--- src/rtl/cop_instr_issuer.sv ---
// Host-side instruction issuer for the matrix coprocessor: buffers host commands,
// packs them into 32-bit instruction words and issues them one at a time.
module cop_instr_issuer #(
    parameter int DEPTH   = 8,
    parameter int TIMEOUT = 4096
) (
    input  logic        clk,
    input  logic        reset_n,
    input  logic        cmd_valid,
    output logic        cmd_ready,
    input  logic [3:0]  cmd_opcode,
    input  logic [7:0]  cmd_addr,
    input  logic [15:0] cmd_data,
    input  logic        flush,
    output logic [31:0] instruction,
    output logic        activate_instruction,
    input  logic        cop_done,
    input  logic [15:0] cop_data,
    output logic [15:0] rd_data,
    output logic        rd_valid,
    output logic        busy,
    output logic        err_timeout,
    output logic [15:0] issued_cnt
);

    localparam int AW = $clog2(DEPTH);
    localparam int CW = AW + 1;
    localparam int TW = $clog2(TIMEOUT);
    localparam logic [CW-1:0] FULL_CNT = CW'(DEPTH);
    localparam logic [TW-1:0] TMO_LAST = TW'(TIMEOUT - 1);
    localparam logic [3:0]    OP_READ  = 4'd1;

    typedef enum logic [1:0] {
        ST_IDLE  = 2'd0,
        ST_ISSUE = 2'd1,
        ST_WAIT  = 2'd2,
        ST_GAP   = 2'd3
    } state_t;

    // Entry layout matches instruction[27:0]: {data, addr, opcode}
    logic [27:0]   fifo_mem [DEPTH];
    logic [AW-1:0] wr_ptr_q, wr_ptr_d;
    logic [AW-1:0] rd_ptr_q, rd_ptr_d;
    logic [CW-1:0] count_q, count_d;
    logic          cmd_ready_q, cmd_ready_d;
    logic          push_s, pop_s, empty_s;

    state_t        state_q, state_d;
    logic [TW-1:0] tmo_q, tmo_d;
    logic [31:0]   instruction_q, instruction_d;
    logic          activate_q, activate_d;
    logic [15:0]   rd_data_q, rd_data_d;
    logic          rd_valid_q, rd_valid_d;
    logic          busy_q, busy_d;
    logic          err_q, err_d;
    logic [15:0]   issued_q, issued_d;
    logic          cop_done_q;
    logic          done_rise_s;

    assign empty_s     = (count_q == {CW{1'b0}});
    assign push_s      = cmd_valid & cmd_ready_q & ~flush;
    assign pop_s       = (state_q == ST_IDLE) & ~empty_s;
    assign done_rise_s = cop_done & ~cop_done_q;

    // FIFO pointer/count next-state; flush wins over a same-cycle push
    always_comb begin
        wr_ptr_d = wr_ptr_q;
        rd_ptr_d = rd_ptr_q;
        count_d  = count_q;
        if (flush) begin
            wr_ptr_d = {AW{1'b0}};
            rd_ptr_d = {AW{1'b0}};
            count_d  = {CW{1'b0}};
        end else begin
            if (push_s) begin
                wr_ptr_d = wr_ptr_q + AW'(1);
            end else begin
                wr_ptr_d = wr_ptr_q;
            end
            if (pop_s) begin
                rd_ptr_d = rd_ptr_q + AW'(1);
            end else begin
                rd_ptr_d = rd_ptr_q;
            end
            case ({push_s, pop_s})
                2'b10:   count_d = count_q + CW'(1);
                2'b01:   count_d = count_q - CW'(1);
                default: count_d = count_q;
            endcase
        end
        cmd_ready_d = (count_d != FULL_CNT);
    end

    // Issue FSM next-state and registered output values
    always_comb begin
        state_d       = state_q;
        tmo_d         = tmo_q;
        instruction_d = instruction_q;
        activate_d    = 1'b0;
        rd_data_d     = rd_data_q;
        rd_valid_d    = 1'b0;
        err_d         = err_q;
        issued_d      = issued_q;
        case (state_q)
            ST_IDLE: begin
                if (!empty_s) begin
                    state_d       = ST_ISSUE;
                    instruction_d = {4'b0000, fifo_mem[rd_ptr_q]};
                    activate_d    = 1'b1;
                end else begin
                    state_d = ST_IDLE;
                end
            end
            ST_ISSUE: begin
                tmo_d   = {TW{1'b0}};
                state_d = ST_WAIT;
            end
            ST_WAIT: begin
                // A completion in the timeout cycle still counts as success
                if (done_rise_s) begin
                    issued_d = issued_q + 16'd1;
                    state_d  = ST_GAP;
                    if (instruction_q[3:0] == OP_READ) begin
                        rd_data_d  = cop_data;
                        rd_valid_d = 1'b1;
                    end else begin
                        rd_data_d  = rd_data_q;
                    end
                end else if (tmo_q == TMO_LAST) begin
                    err_d   = 1'b1;
                    state_d = ST_GAP;
                end else begin
                    tmo_d = tmo_q + TW'(1);
                end
            end
            ST_GAP: begin
                state_d = ST_IDLE;
            end
            default: begin
                state_d = ST_IDLE;
            end
        endcase
        busy_d = (state_d != ST_IDLE) | (count_d != {CW{1'b0}});
    end

    // FIFO storage; contents need no reset since pointers define validity
    always_ff @(posedge clk) begin
        if (push_s) begin
            fifo_mem[wr_ptr_q] <= {cmd_data, cmd_addr, cmd_opcode};
        end
    end

    // State registers
    always_ff @(posedge clk or negedge reset_n) begin
        if (!reset_n) begin
            wr_ptr_q      <= {AW{1'b0}};
            rd_ptr_q      <= {AW{1'b0}};
            count_q       <= {CW{1'b0}};
            cmd_ready_q   <= 1'b0;
            state_q       <= ST_IDLE;
            tmo_q         <= {TW{1'b0}};
            instruction_q <= 32'd0;
            activate_q    <= 1'b0;
            rd_data_q     <= 16'd0;
            rd_valid_q    <= 1'b0;
            busy_q        <= 1'b0;
            err_q         <= 1'b0;
            issued_q      <= 16'd0;
            cop_done_q    <= 1'b0;
        end else begin
            wr_ptr_q      <= wr_ptr_d;
            rd_ptr_q      <= rd_ptr_d;
            count_q       <= count_d;
            cmd_ready_q   <= cmd_ready_d;
            state_q       <= state_d;
            tmo_q         <= tmo_d;
            instruction_q <= instruction_d;
            activate_q    <= activate_d;
            rd_data_q     <= rd_data_d;
            rd_valid_q    <= rd_valid_d;
            busy_q        <= busy_d;
            err_q         <= err_d;
            issued_q      <= issued_d;
            cop_done_q    <= cop_done;
        end
    end

    assign cmd_ready            = cmd_ready_q;
    assign instruction          = instruction_q;
    assign activate_instruction = activate_q;
    assign rd_data              = rd_data_q;
    assign rd_valid             = rd_valid_q;
    assign busy                 = busy_q;
    assign err_timeout          = err_q;
    assign issued_cnt           = issued_q;

endmodule

--- config.mk ---
export PLATFORM = sky130hd
export DESIGN_NAME = cop_instr_issuer
export DESIGN_NICKNAME = d
export VERILOG_FILES = /design/src/rtl/cop_instr_issuer.sv
export SDC_FILE = /design/constraint.sdc
export NUM_CORES = 1
export LEC_CHECK = 0
export BUFFER_PORTS_ARGS = -buffer_cell sky130_fd_sc_hd__buf_2
export CORE_ASPECT_RATIO = 1.2
export CORE_MARGIN = 3
export CORE_UTILIZATION = 59
export DETAILED_ROUTE_END_ITERATION = 10
export GPL_TIMING_DRIVEN = 0
export PLACE_DENSITY_LB_ADDON = 0.05
export REMOVE_ABC_BUFFERS = 1
export SKIP_LAST_GASP = 1
export SYNTH_ARGS = -nofsm -noshare
export SYNTH_HDL_FRONTEND = slang
export SYNTH_SLANG_ARGS = --single-unit
export TNS_END_PERCENT = 100
--- constraint.sdc ---
create_clock -name clk -period 4.25 [get_ports clk]
set_input_delay 0.2125 -clock clk [delete_from_list [all_inputs] [get_ports clk]]
set_output_delay 0.2125 -clock clk [all_outputs]
set_load 0.01 [all_outputs]
==> reports/qor.yml <==
place.gp.congestion: 0.7457
met1_length_um: 9951
slew_headroom_pct: 40.43
dpl_worst_slack_ns: 0.7818
tightest_slew_ns: 0.8936
p_per_area_nw_per_um2: 565.0
cts_tree: "done"
synth-seq-area-share_pct: 73.00
cts.clk_slew.worst_paths_ns: 0.06
status: "complete, no violations"
ys_async_sr_fraction_pct: 28.66
netlist_instances: 718
hold_violations: 0
viasPerCell: 5.613
setup_slack_ns: 0.7979
synth_top_cells_by_count: "edfxtp_1, nand2_1, dfrtp_1"
syn_area_um2: 12300
startpoint_type: "register"
path_delay_family: "simple AND/OR/NAND/NOR gates"
post-route-min-period_ns: 3.452
crit_type: "reg -> reg"
wl_per_cell_um: 20.02
dpl.hpwl_um: 14710
yosys.area.top_type: "edfxtp_1"
wirelength_um: 23770
post-route-util_pct: 73.52
period_share_pct: 81.23
cp-end-kind: "register"
yosysMostFrequentCell: "edfxtp_1"
grt_use_total_pct: 21.83
cts_root_buf: "clkbuf_16"
clock_skew_ns: 0.01288
antenna_found_initial: 0
overflow: 0
synth_edf_count: 224
rsz0062_at_grt: "false"
dieArea_um2: 22620
grt_pass1_wl_um: 37940
path_cells: "nor4_1, nand2b_2, inv_1, ha_1, xor2_1, ha_1, a21oi_1, mux2i_1, xor2_1, a21oi_1, or4_1"
synth.top_cell.area_share_pct: 54.69
rows: 57
synth_area_leaders: "edfxtp_1, dfrtp_1, mux4_2"
maxCapViolCount: 0
report.final.slew_viol_count: 0
antenna_left: 0
syn_avg_cell_area_um2: 17.13
grt_pass1_vias: 6964
timing.fmax_ghz: 0.2897
cp_max_fo: 15
setup_violations: 0
nets: 958
hp-class: "in -> async"
htree_levels: 1
cts.path.max_buffers: 3
crit_slowest_cell: "dfrtp_1"
io_pins: 118
cts_made_buffers: 30
yosys_most_used_dff: "edfxtp_1"
fp.dieW_um: 137.8
port_buffers: 113
yosysWarnings: 0
syn_to_final_growth_pct: 21.92
p_leak_nw: 5.660
top_layer: "met4"
peakVddDrop_v: 0.0004393
vias: 6663
crit_buf_inv: 1
crit_start: "count_q[1]"
ys_types: 47
die_h_um: 164.2
fillers: 1291
slowest_delay_ns: 0.47
r2r_start: "count_q[1]"
clk_latency_ns: 0.54
wl_met2_um: 12310
required_ns: 4.66
drt_iter0_markers: 428
cp.arrival_ns: 3.86
cts.sinks: 314
firstDrtPassIters: 4
drive_above_1_share_pct: 27.33
holdWs_ns: 0.1847
start_util_pct: 60.30
drc: 0
wl_met3_um: 1167
num_antenna_cells: 0
core_um2: 20400
synth-seq-cells: 314
grt_max_degree: 63
metrics by stage:
step	area, um2	power, W	cells	TNS [ns]
4_1_cts	15000	0.008568	1187	0
3_5_place_dp	13420	0.005642	1083	0
6_report	15000	0.008473	1187	0
5_1_grt	15000	0.008923	1187	0
3_3_place_gp	13040	0.005555	1066	-61.12
2_1_floorplan	12140	0.005009	688	0
final timing paths:
kind | end | slack (ns) | depth (start not counted)
hold reg to reg | rd_data[6] | 0.47 | 2
hold / removal | count_q[1] | 0.18 | 2
setup reg to reg | busy | 0.80 | 11
max in group asynchronous | instruction[21] | 3.38 | 3
setup / recovery | busy | 0.80 | 11
min in group clk | cop_done_q | 0.37 | 2
cells by family after synthesis:
logic type,share of synthesized area [%]
xor gates and xnor gates,2.208
adders and majority gates,1.119
buffers and inverters,1.597
other,0.03049
DFF,73.00
muxes,12.82
AOI/OAI and AO/OA,2.055
and+or+nand+nor,7.172
cell type report:
| type | instances | area (um2) | share of cell area (%) |
|---|---|---|---|
| Tap cell | 265 | 331.6 | 2.211 |
| Multi-Input combinational cell | 367 | 3193 | 21.29 |
| Sequential cell | 314 | 8987 | 59.93 |
| Inverter | 7 | 26.28 | 0.1752 |
| Timing Repair Buffer | 178 | 1361 | 9.078 |
| Clock buffer | 33 | 783.3 | 5.223 |
| Clock inverter | 23 | 312.8 | 2.086 |
cells in the final DEF, fill, tap and decap left out, types with 13 or more instances in the layout:
cell type | Yosys | routed
mux2i_1 | 30 | 30
buf_2 | 10 | 112
dfrtp_1 | 90 | 87
nor2_1 | 32 | 26
clkbuf_16 | 0 | 31
mux4_2 | 56 | 56
nand2_1 | 100 | 100
xnor2_1 | 21 | 21
nand3_1 | 13 | 13
edfxtp_1 | 224 | 224
o21ai_0 | 30 | 30
dlygate4sd3_1 | 0 | 48
repair_timing:
action,in CTS,in global routing
hold endpoints to repair,274,0
buffers inserted,0,0
gates resized for setup,0,0
hold buffers,48,0
power by group:
part           switching, W  internal [W]  leakage [nW]
sequential         0.000264       0.00359          3.19
clock               0.00108       0.00181         0.533
combinational      0.000881      0.000845          1.93
total               0.00223       0.00625          5.66
registers in the layout, indices dropped and copies added, names as in the netlist:
register              flops
state_q                   2
rd_data                  16
activate_instruction      1
issued_cnt               16
tmo_q                    12
wr_ptr_q                  3
err_timeout               1
rd_valid                  1
count_q                   4
busy                      1
rd_ptr_q                  3
cmd_ready                 1
fifo_mem                224
instruction              28
cop_done_q                1
layer usage:
layer  up-vias  track usage [%]
met5         -                0
met4         0            4.358
met3        31            3.156
met2       160            37.28
met1      3406            30.59
li1       3066                -
(Power assumes the default switching activity.)
